[src/rtl/irq_ctrl_pkg.sv]
// Shared definitions for the interrupt controller: FSM encodings, register
// offsets and the device base address used by the bridge decoder.
package irq_ctrl_pkg;

    typedef enum logic [1:0] {
        IRQ_IDLE = 2'd0,
        IRQ_REQ  = 2'd1,
        IRQ_SERV = 2'd2
    } irq_state_e;

    localparam logic [1:0] REG_MASK   = 2'd0;
    localparam logic [1:0] REG_EDGE   = 2'd1;
    localparam logic [1:0] REG_PEND   = 2'd2;
    localparam logic [1:0] REG_STATUS = 2'd3;

    // Byte base in the bridge decode table, directly after the two timer windows.
    localparam logic [31:0] IRQ_CTRL_BASE = 32'h8000_0300;

endpackage

[src/rtl/irq_ctrl_prio_enc.sv]
// Fixed-priority encoder: reports the lowest set bit of req and whether any bit is set.
module irq_prio_enc #(
    parameter int NSRC = 6,
    parameter int IDW  = 3
) (
    input  logic [NSRC-1:0] req,
    output logic [IDW-1:0]  idx,
    output logic            vld
);

    // Scan from the top down so the lowest set index is the last one written.
    always_comb begin
        idx = '0;
        vld = 1'b0;
        for (int i = NSRC - 1; i >= 0; i--) begin
            if (req[i]) begin
                idx = IDW'(i);
                vld = 1'b1;
            end
        end
    end

endmodule

[src/rtl/irq_ctrl.sv]
// Memory-mapped interrupt controller: latches sources with per-source mask and
// edge/level mode, and walks one request at a time through request/ack/eoi.
module irq_ctrl
    import irq_ctrl_pkg::*;
#(
    parameter int NSRC = 6,
    parameter int IDW  = 3
) (
    input  logic            clk,
    input  logic            reset,
    input  logic [NSRC-1:0] hw_int,
    input  logic            we,
    input  logic [29:0]     addr,
    input  logic [31:0]     wdata,
    output logic [31:0]     rdata,
    output logic            irq,
    output logic [IDW-1:0]  irq_id,
    input  logic            ack,
    input  logic            eoi
);

    logic [NSRC-1:0] mask_q, edge_q, pend_q, prev_q;
    logic [NSRC-1:0] pend_d, rise, w1c, ack_clr, eligible, id_onehot;
    logic [IDW-1:0]  irq_id_q, irq_id_d, sel_idx;
    logic            sel_vld, held_elig;
    logic            wr_mask, wr_edge, wr_pend, take;
    logic [1:0]      reg_sel;
    irq_state_e      state_q, state_d;

    // Only the register select and the low NSRC data bits carry meaning.
    logic unused_bits;
    assign unused_bits = ^{addr[29:2], wdata[31:NSRC]};

    assign reg_sel = addr[1:0];
    assign wr_mask = we && (reg_sel == REG_MASK);
    assign wr_edge = we && (reg_sel == REG_EDGE);
    assign wr_pend = we && (reg_sel == REG_PEND);

    assign eligible  = pend_q & mask_q;
    assign id_onehot = NSRC'(1) << irq_id_q;
    assign held_elig = |(eligible & id_onehot);
    assign take      = (state_q == IRQ_REQ) && ack;

    irq_prio_enc #(
        .NSRC (NSRC),
        .IDW  (IDW)
    ) u_prio_enc (
        .req (eligible),
        .idx (sel_idx),
        .vld (sel_vld)
    );

    // Edge bits: a new rising edge beats any clear in the same cycle.
    assign rise    = hw_int & ~prev_q;
    assign w1c     = wr_pend ? wdata[NSRC-1:0] : '0;
    assign ack_clr = take ? id_onehot : '0;
    assign pend_d  = (edge_q & (rise | (pend_q & ~(w1c | ack_clr))))
                   | (~edge_q & hw_int);

    always_comb begin
        state_d  = state_q;
        irq_id_d = irq_id_q;
        case (state_q)
            IRQ_IDLE: begin
                if (sel_vld) begin
                    state_d  = IRQ_REQ;
                    irq_id_d = sel_idx;
                end
            end
            IRQ_REQ: begin
                if (ack) begin
                    state_d = IRQ_SERV;
                end else if (!held_elig) begin
                    state_d = IRQ_IDLE;
                end
            end
            IRQ_SERV: begin
                if (eoi) begin
                    state_d = IRQ_IDLE;
                end
            end
            default: state_d = IRQ_IDLE;
        endcase
    end

    always_ff @(posedge clk or negedge reset) begin
        if (!reset) begin
            mask_q   <= '0;
            edge_q   <= '0;
            pend_q   <= '0;
            prev_q   <= '0;
            state_q  <= IRQ_IDLE;
            irq_id_q <= '0;
        end else begin
            if (wr_mask) mask_q <= wdata[NSRC-1:0];
            if (wr_edge) edge_q <= wdata[NSRC-1:0];
            pend_q   <= pend_d;
            prev_q   <= hw_int;
            state_q  <= state_d;
            irq_id_q <= irq_id_d;
        end
    end

    assign irq    = (state_q == IRQ_REQ);
    assign irq_id = irq_id_q;

    always_comb begin
        rdata = '0;
        case (reg_sel)
            REG_MASK:   rdata[NSRC-1:0] = mask_q;
            REG_EDGE:   rdata[NSRC-1:0] = edge_q;
            REG_PEND:   rdata[NSRC-1:0] = pend_q;
            REG_STATUS: rdata[IDW+1:0]  = {state_q, irq_id_q};
            default:    rdata = '0;
        endcase
    end

endmodule

[config.mk]
export PLATFORM = sky130hd
export DESIGN_NAME = irq_ctrl
export DESIGN_NICKNAME = d
export VERILOG_FILES = /design/src/rtl/irq_ctrl_pkg.sv /design/src/rtl/irq_ctrl_prio_enc.sv /design/src/rtl/irq_ctrl.sv
export SDC_FILE = /design/constraint.sdc
export NUM_CORES = 1
export LEC_CHECK = 0
export CORE_MARGIN = 3
export CORE_UTILIZATION = 39
export CTS_CLUSTER_SIZE = 20
export DETAILED_ROUTE_END_ITERATION = 6
export PLACE_DENSITY = 0.91
export REMOVE_ABC_BUFFERS = 1
export SETUP_SLACK_MARGIN = 0.15
export SLEW_MARGIN = 40
export SYNTH_ARGS = -nofsm -noshare
export SYNTH_HDL_FRONTEND = slang
export SYNTH_HIERARCHICAL = 1
export SYNTH_SLANG_ARGS = --single-unit
[constraint.sdc]
create_clock -name clk -period 3.6 [get_ports clk]
set_input_delay 0.36 -clock clk [delete_from_list [all_inputs] [get_ports clk]]
set_output_delay 0.36 -clock clk [all_outputs]
set_load 0.05 [all_outputs]
Yosys cells after proc, flatten, opt, wreduce, memory -nomap -nowiden
Index checks and enable logic that the tools add are counted.
Cells by class
  add/sub/neg operators: 0
  $mul: 0
  divide/modulo/power cells: 0
  $lt $le $gt $ge: 0
  eq/ne operators: 8
  shift-type cells: 1
  multiplexer cells: 21
  bitwise gates (word level): 12
  reductions and logical operators: 9
Operators by type and width (count)
  AND 6 bit: 6
  one-hot mux 5 bit (4 select lines): 1
  2-to-1 mux 3 bit: 6
  inverter 6 bit: 3
  OR 6 bit: 3
  2-to-1 mux 6 bit: 2
  2-to-1 mux 2 bit: 4
  equality test 2 bit, second input constant: 3
  2-to-1 mux 1 bit: 6
  one-hot mux 2 bit (3 select lines): 1
  OR reduction 6 bit: 1
  left shift 1 x 3 -> 6 bit, first input constant: 1
  equality test 2 x 1 -> 1 bit, second input constant: 2
  logical AND 1 bit: 4
  zero test 2 bit: 2
  inequality test 2 bit, second input constant: 2
  inequality test 3 bit, second input constant: 1
  one-hot mux 1 bit (3 select lines): 1
  AND reduction 3 bit: 1
  AND reduction 2 bit: 1
Word-level totals
  bits in registers: 29
  latch bits: 0
  RAM bits: 0
  bits in read-only memories: 0
  input bits: 73
  output and inout bits: 36
  logic and storage cells: 57
  memories: 0

Longest topological paths before layout
Gate-level depths: netlist (run 1).
  depth after elaboration: 9
  mapped depth: 6
  depth with buffers taken out: 6

Modules after synthesis
The synthesis (run 1) kept the hierarchy.
Modules (own cells, without submodules)
  irq_ctrl: times used 1, cells each 133, area an instance 1607.8 um2
  irq_prio_enc: times used 1, cells each 10, area an instance 57.6 um2

Least setup slack after synthesis (run 1)
No wires, ideal clock.
  path type: input to output
  start point: input addr[0]
  end point: output rdata[5]
  arrival time: 1687 ps
  data required time: 3240 ps
  setup slack: 1553 ps
  stages: 3
  cell sequence: buf_6 mux2i_1 o21ai_0
Between the ends
  longest elaborated chain between the ends: 2
  elaborated cells on any way between the ends: 4
  those cells by class: 2 x eq/ne; 1 x mux; 1 x reduce/logical
RTL lines
  start, declared: line irq_ctrl.sv:13  | input logic [29:0] addr,
  equality test 2 bit (tied with other cells): line irq_ctrl.sv:109  | case (reg_sel)
  one-hot mux 1 bit (3 select lines) *: line irq_ctrl.sv:109
  end, declared: line irq_ctrl.sv:15  | output logic [31:0] rdata,
Every way passes the cells marked *; elsewhere a longest branch is shown, timed or not.

Worst setup path after layout (run 1)
  start point: input addr[0]
  end point: output rdata[3]
Between the ends
  longest elaborated chain between the ends: 2
  elaborated cells on any way between the ends: 5
  those cells by class: 3 x eq/ne; 1 x mux; 1 x reduce/logical
RTL lines (line)
  equality test 2 bit (tied with other cells): irq_ctrl.sv:109
  one-hot mux 5 bit (4 select lines) *: irq_ctrl.sv:109
Marked as above.

==> results of run 1 <==
-- synth_stat cells, types with 2 or more instances --
cell | instances | area share
a21o_1 | 6 | 0.027
a221oi_1 | 6 | 0.032
and2_1 | 2 | 0.0075
and2_4 | 3 | 0.016
buf_4 | 27 | 0.12
buf_6 | 2 | 0.014
dfrtp_1 | 29 | 0.44
inv_1 | 3 | 0.0068
mux2_2 | 15 | 0.10
mux4_1 | 2 | 0.032
mux4_2 | 4 | 0.054
nand2_1 | 16 | 0.036
nand2b_1 | 2 | 0.0075
nand3b_1 | 3 | 0.014
nor2_1 | 6 | 0.014
nor2b_1 | 4 | 0.015
-- logic make-up (layout without fill, tap and decap cells) --
logic type             Yosys count  after routing  share of synthesized area
AOI/OAI and AO/OA               16             16                    0.08114
DFF                             29             29                     0.4358
muxes                           22             22                     0.1931
and+or+nand+nor                 43             43                     0.1458
buffers and inverters           32             38                     0.1420
other                            1             26                   0.002252
-- how the worst max path moves through the flow --
stage               slack (ns)        to
detailed placement        0.69  rdata[3]
global placement          0.68  rdata[3]
floorplan                 1.69  rdata[5]
finish                    0.69  rdata[3]
CTS                       0.69  rdata[3]
global route              0.62  rdata[3]
-- through the flow --
step           setup WS (ns)  instances    util
2_1_floorplan          1.691        139       -
6_report              0.6890        224  0.4826
4_1_cts               0.6854        224  0.4826
3_3_place_gp          0.6821        218  0.4644
3_5_place_dp          0.6899        218  0.4644
5_1_grt               0.6193        224  0.4826
-- final cells by class --
cell class / instances / area share
clock buffer: 5 / 0.03514
clock inverter: 1 / 0.002556
inverter: 3 / 0.005751
multi-input combinational: 107 / 0.4070
sequential: 29 / 0.3706
tap: 50 / 0.03195
timing repair buffer: 29 / 0.1470
-- worst max-delay path: stages --
cell,delay (ns)
clkdlybuf4s50_1,0.82
mux4_1,0.64
clkdlybuf4s50_1,0.73
-- sequential cells by signal, indices dropped and copies added, names as in the netlist --
name / count
edge_q: 6
mask_q: 6
pend_q: 6
prev_q: 6
irq_id: 3
state_q: 2
-- routing by layer --
metal,up-vias,GRT usage,part of all wire
li1,518,-,-
met1,557,0.1515,0.39
met2,58,0.2224,0.51
met3,8,0.04488,0.077
met4,0,0.07724,0.022
met5,-,0,0
-- report_power, final --
group          switching (W)  internal [W]
sequential         0.0000804      0.000393
clock               0.000110      0.000126
combinational       0.000319      0.000217
==> run metrics, run 1 <==
outcome finished, final reports clean; CTS H-tree depth 2; total vias in the final route approximately 1100; multi-input logic area 797.0 sq um; CTS tree built; CTS buffer count 5; Max Freq 343.5 MHz; IR drop worst, VDD roughly 0.23 mV; Critical R2R Capture irq_id[0]; Req. time, crit path ~3.2 ns; die width 71.35 um; Detail Placement HPWL around 2500 um; Starting Density 0.4104; vias in the first global route 1130; Setup crit end kind output port; Tot Pwr around 0.0012 W; TritonRoute pass-1 iters 4; most frequent cells in the layout 29 x dfrtp_1, 28 x clkdlybuf4s50_1, 26 x conb_1; CTS root buffer clkbuf_8; DRC errors left 0; clock latency at the later pin of the worst-skew pair 0.28 ns; final critical-path share of the clock period 0.8086; Reg area 725.7 sq um; Core Footprint 0.004058 sq mm; final net count 248; unrepaired setup endpoints after global routing false; Die H roughly 71 um; reg-to-reg setup timing slack ~1.9 ns; Seq/Total Area, Yosys 0.4358; Tot GR Track Use 0.1346; setup violators final 0; clock sinks 29; Startpoint Class input pin; Most used DFF post-synth dfrtp_1; Max Slew Vio Count 0; Rows 23; final hold viol count 0; slew at the pin closest to its max-slew limit between 0.5 and 0.6 ns; Worst Hold Class input pin to async pin; Syn Inst Count 143; dpl cell area 0.001884 sq mm; drt wl/cell 14.66 um; Yosys cell types 29; Post-synth EDFFs 0; YS warnings 6; P_leak slightly below 0.9 nW; Ant. Diodes 0; FF-to-FF Start pend_q[1]; synth-to-layout area growth 17.58%; global-route wire length before repair roughly 5200 um; Fillers about 370; critical path peak fanout 10; Setup CP Type input pin to output port; Initial DRC Count a little under 70; DR vias/cell between 5 and 6; post_cts resized 0; worst slack on hold paths approximately 0.46 ns; Final min period around 2.9 ns; DRT antenna net count 0; die area 0.005090 sq mm; Setup Buffers After CTS 0; CTS Hold Bufs 0; relative slew slack 0.6329; Post-Layout Inst Area 0.001958 sq mm; grt total ovfl 0; share of layout cells above drive strength 1 0.1839; Max Cap Viol 0; CP arrival about 2.6 ns; cell count of the worst reg-to-reg path 5; most common cell after layout, fill and taps aside dfrtp_1; pin count of the biggest net entering global routing 30; PortBufs 28; Setup Skew approximately 0.0055 ns; RePlAce Congestion about 0.9; Yosys reg bits 29; power density over the cells around 640 mW/mm^2; asr flop ratio synth 1.000; Post-Syn Area roughly 0.0017 sq mm; critical path launch point addr[0]; I/O pins 109; syn avg cell area 11.65 sq um; Routed WL between 3000 and 4000 um; CTS Buffer Depth 2; antenna violations before repair 0; Clock transition at path regs about 0.060 ns; Fin Setup TNS 0 ns
No activity file was read; power rests on OpenSTA's default activity.
==> inputs of run 2 (changes only) <==
Settings changed: CORE_UTILIZATION 39 to 36, PLACE_DENSITY 0.91 to 0.85.
Clock period 3.6 ns to 2.95 ns, I/O delays scaled along.
==> run metrics, run 2 (synthesis results as in run 1) <==
outcome finished, final reports clean; Tot GR Track Use 0.1318; Setup Skew 0.007250 ns; Critical-path top delay cell clkdlybuf4s50_1; Initial DRC Count between 80 and 90; TritonRoute pass-1 iters 4; RePlAce Congestion 0.7947; CTS H-tree depth 2; Max Slew Vio Count 0; CP arrival around 2.3 ns; I/O pins 109; final hold viol count 0; Fin Setup TNS 0 ns; P_leak 0.9068 nW; Fillers between 300 and 400; pin count of the biggest net entering global routing 30; DRC errors left 0; Setup Buffers After CTS 0; Tot Pwr approximately 0.0016 W; Startpoint Class input pin; Core Footprint 0.004414 sq mm; Detail Placement HPWL about 2500 um; final critical-path share of the clock period 0.8803; Final min period roughly 2.6 ns; share of layout cells above drive strength 1 0.2090; IR drop worst, VDD ~0.32 mV; PortBufs 28; multi-input logic area 797.0 sq um; vias in the first global route 1101; worst slack on hold paths approximately 0.4 ns; Ant. Diodes 0; Req. time, crit path ~2.7 ns; post_cts resized 0; CP peak stage delay 0.73 ns; die width roughly 74 um; clock sinks 29; Die H 74.02 um; crit path cell chain clkdlybuf4s50_1 -> mux4_2 -> clkdlybuf4s50_1; CTS root buffer clkbuf_8; die area between 0.005 and 0.006 sq mm; drt wl/cell roughly 14 um; Setup CP Type input pin to output port; setup violators final 0; Reg area 725.7 sq um; final core utilization 0.4510; Starting Density 0.3773; grt total ovfl 0; CTS Buffer Depth 2; synth-to-layout area growth 19.53%; Top cell by count, worst path clkdlybuf4s50_1; final net count around 250; antenna violations before repair 0; global-route wire length before repair 5388 um; most frequent cells in the layout 29 x dfrtp_1, 26 x conb_1, 26 x clkdlybuf4s50_1; CTS buffer count 5; Setup crit end kind output port; Routed WL 3247 um; slew at the pin closest to its max-slew limit 0.5679 ns; DRT antenna net count 0; setup ws final roughly 0.35 ns; Max Freq roughly 390 MHz; CTS Hold Bufs 0; total vias in the final route ~1100; Rows 24; clock latency at the later pin of the worst-skew pair ~0.28 ns; Max Cap Viol 0; relative slew slack 0.6206; unrepaired setup endpoints after global routing false; power density over the cells around 790 mW/mm^2; Clock transition at path regs around 0.060 ns; Worst Hold Class input pin to async pin; most common cell after layout, fill and taps aside dfrtp_1; CTS tree built; DR vias/cell 4.878; pre-CTS worst setup slack between 0.3 and 0.4 ns; critical path peak fanout 7
run 2: worst paths after layout:
check | cells after the start | slack [ns] | end | startpoint
worst max-delay path | 3 | 0.35 | rdata[0] | addr[0]
worst min-delay path | 2 | 0.40 | state_q[1] | reset
worst max register to register | 5 | 1.21 | irq_id[0] | pend_q[1]
worst min register to register | 1 | 0.53 | mask_q[1] | mask_q[1]
max in group asynchronous | 2 | 2.28 | pend_q[3] | reset
min in group clk | 1 | 0.48 | prev_q[0] | hw_int[0]
run 2: final cells by class:
type                    count  area share
clock buffers               7     0.04840
flip-flops and latches     29      0.3646
inverters                   3    0.005657
multi-input cells         107      0.4004
clock inverters             1    0.002514
repair buffers             30      0.1458
well taps                  52     0.03268
run 2: worst max-delay path: cells and delay by family:
family                 cells  cell delay (ns)
buffers and inverters      2             1.44
muxes                      1             0.56
run 2: through the flow:
step	instances	cell area, sq um
global route	229	1991
finish	229	1991
global placement	221	1889
detailed placement	221	1889
floorplan	139	1534
CTS	229	1991
run 2: per-layer routing:
metal,up-vias,global-route usage,wire length [um]
met4,0,0.06640,71
met1,550,0.1552,1304
met3,6,0.02973,192
met2,38,0.2254,1679
met5,-,0,0
li1,523,-,-
run 2: report_power, final:
| part | internal (W) | switching, W | total [W] |
|---|---|---|---|
| clock | 0.000210 | 0.000145 | 0.000355 |
| combinational | 0.000263 | 0.000391 | 0.000653 |
| sequential | 0.000479 | 0.0000946 | 0.000574 |
==> inputs of run 3 (changes only) <==
Settings changed: CORE_MARGIN 3 to 4.
==> run metrics, run 3 (synthesis results as in run 1) <==
outcome finished, final reports clean; Ant. Diodes 0; Detail Placement HPWL 2597 um; sw frac 0.4132; Fillers 417; Tot GR Track Use 0.1211; switching power 0.0006360 W; grt total ovfl 0; power density over the cells slightly below 800 mW/mm^2; CTS H-tree depth 2; Fin Setup TNS 0 ns; Reg area 725.7 sq um; total vias in the final route approximately 1100; final critical-path share of the clock period 0.8983; final net count between 200 and 250; DR vias/cell between 4 and 5; setup ws final ~0.30 ns; Startpoint Class input pin; CTS buffer count 5; M2 GR Usage 0.1935; Routed WL about 3400 um; Setup crit end kind output port; most common cell after layout, fill and taps aside dfrtp_1; vias in the first global route approximately 1100; setup violators final 0; most frequent cells in the layout 29 x dfrtp_1, 26 x conb_1, 26 x clkdlybuf4s50_1; worst slack on hold paths 0.3938 ns; Worst Hold Class input pin to async pin; clock sinks 29; CTS Hold Bufs 0; share of layout cells above drive strength 1 0.2090; Core Footprint 0.004414 sq mm; PortBufs 28; P_leak approximately 0.9 nW; IR drop worst, VDD 0.2597 mV; CTS Buffer Depth 2; Starting Density 0.3773; antenna violations before repair 0; I/O pins ~110; Setup CP Type input pin to output port; CTS root buffer clkbuf_8; synth-to-layout area growth 18.63%; M3 GR Usage 0.03546; P_int 0.0009033 W; Most Crowded Layer GR met2; DRT antenna net count 0; Max Slew Vio Count 0; Top cell by count, worst path clkdlybuf4s50_1; final core utilization 0.4476; die area a little under 0.006 sq mm; TritonRoute pass-1 iters 4; critical path peak fanout 9; dpl cell area between 0.0015 and 0.002 sq mm; pre-CTS worst setup slack between 0.2 and 0.3 ns; Critical-path top delay cell clkdlybuf4s50_1; Final min period approximately 2.7 ns; clock latency at the later pin of the worst-skew pair roughly 0.28 ns; Max Freq around 380 MHz; multi-input logic area about 800 sq um; Logic pwr share 0.423; Setup Skew approximately 0.0013 ns; drt wl/cell about 15 um; Rows 24; Initial DRC Count 72; Post-Layout Inst Area 0.001976 sq mm; Max Cap Viol 0; CP arrival about 2.4 ns; pin count of the biggest net entering global routing 30; Req. time, crit path 2.65 ns; die width approximately 76 um; final hold viol count 0; Die H 76.02 um; M1 GR Usage 0.1423; global-route wire length before repair around 5500 um; CP peak stage delay 0.77 ns; DRC errors left 0; Clock transition at path regs 0.06 ns; crit path cell chain clkdlybuf4s50_1 -> mux4_2 -> clkdlybuf4s50_1; clock network power share 0.202; CTS tree built; slew at the pin closest to its max-slew limit roughly 0.5 ns; Seq pwr share 0.374; RePlAce Congestion 0.7957; Setup Buffers After CTS 0; post_cts resized 0; unrepaired setup endpoints after global routing false; relative slew slack 0.6644
## run 3: cell count changes in the layout (fill, tap and decap cells not counted)
cell        change
clkbuf_8        -2
clkinv_2        +1
clkinvlp_4      +1
## run 3: metrics by stage
| stage | instances | total power [W] |
|---|---|---|
| final | 229 | 0.001539 |
| after global routing | 229 | 0.001628 |
| after CTS | 229 | 0.001554 |
| after detailed placement | 221 | 0.001236 |
| after global placement | 221 | 0.001219 |
| after floorplan | 139 | 0.001035 |
## run 3: power groups by stage
stage	sequential [W]	clock, W	combinational [W]
floorplan	0.000600	0	0.000435
global route	0.000588	0.000345	0.000695
detailed placement	0.000582	0	0.000654
finish	0.000576	0.000311	0.000652
CTS	0.000575	0.000323	0.000656
global placement	0.000576	0	0.000643
## run 3: worst max-delay path, delay by kind of cell
kind                   cells  cell delay [ns]
buffers and inverters      2             1.48
multiplexers               1             0.57
## run 3: area by class of cell
type	instances	share of cell area
clock buffer	5	0.03483
clock inverter	3	0.008866
inverter	3	0.005700
multi-input combinational	107	0.4034
sequential	29	0.3673
tap	52	0.03293
timing repair buffer	30	0.1469
## run 3: final timing paths
| kind | from | end | slack [ns] | cells past startpoint |
|---|---|---|---|---|
| setup / recovery | addr[0] | rdata[0] | 0.30 | 3 |
| hold / removal | reset | state_q[0] | 0.39 | 2 |
| setup reg to reg | pend_q[1] | irq_id[0] | 1.28 | 5 |
| hold reg to reg | mask_q[1] | mask_q[1] | 0.53 | 1 |
| max in group asynchronous | reset | edge_q[2] | 2.28 | 2 |
| min in group clk | hw_int[2] | prev_q[2] | 0.50 | 1 |
## run 3: routing by layer
layer / vias to the layer above / part of all wire / wire (um)
li1: 522 / - / -
met1: 560 / 0.41 / 1407
met2: 54 / 0.48 / 1635
met3: 6 / 0.083 / 281
met4: 0 / 0.024 / 81
met5: - / 0 / 0
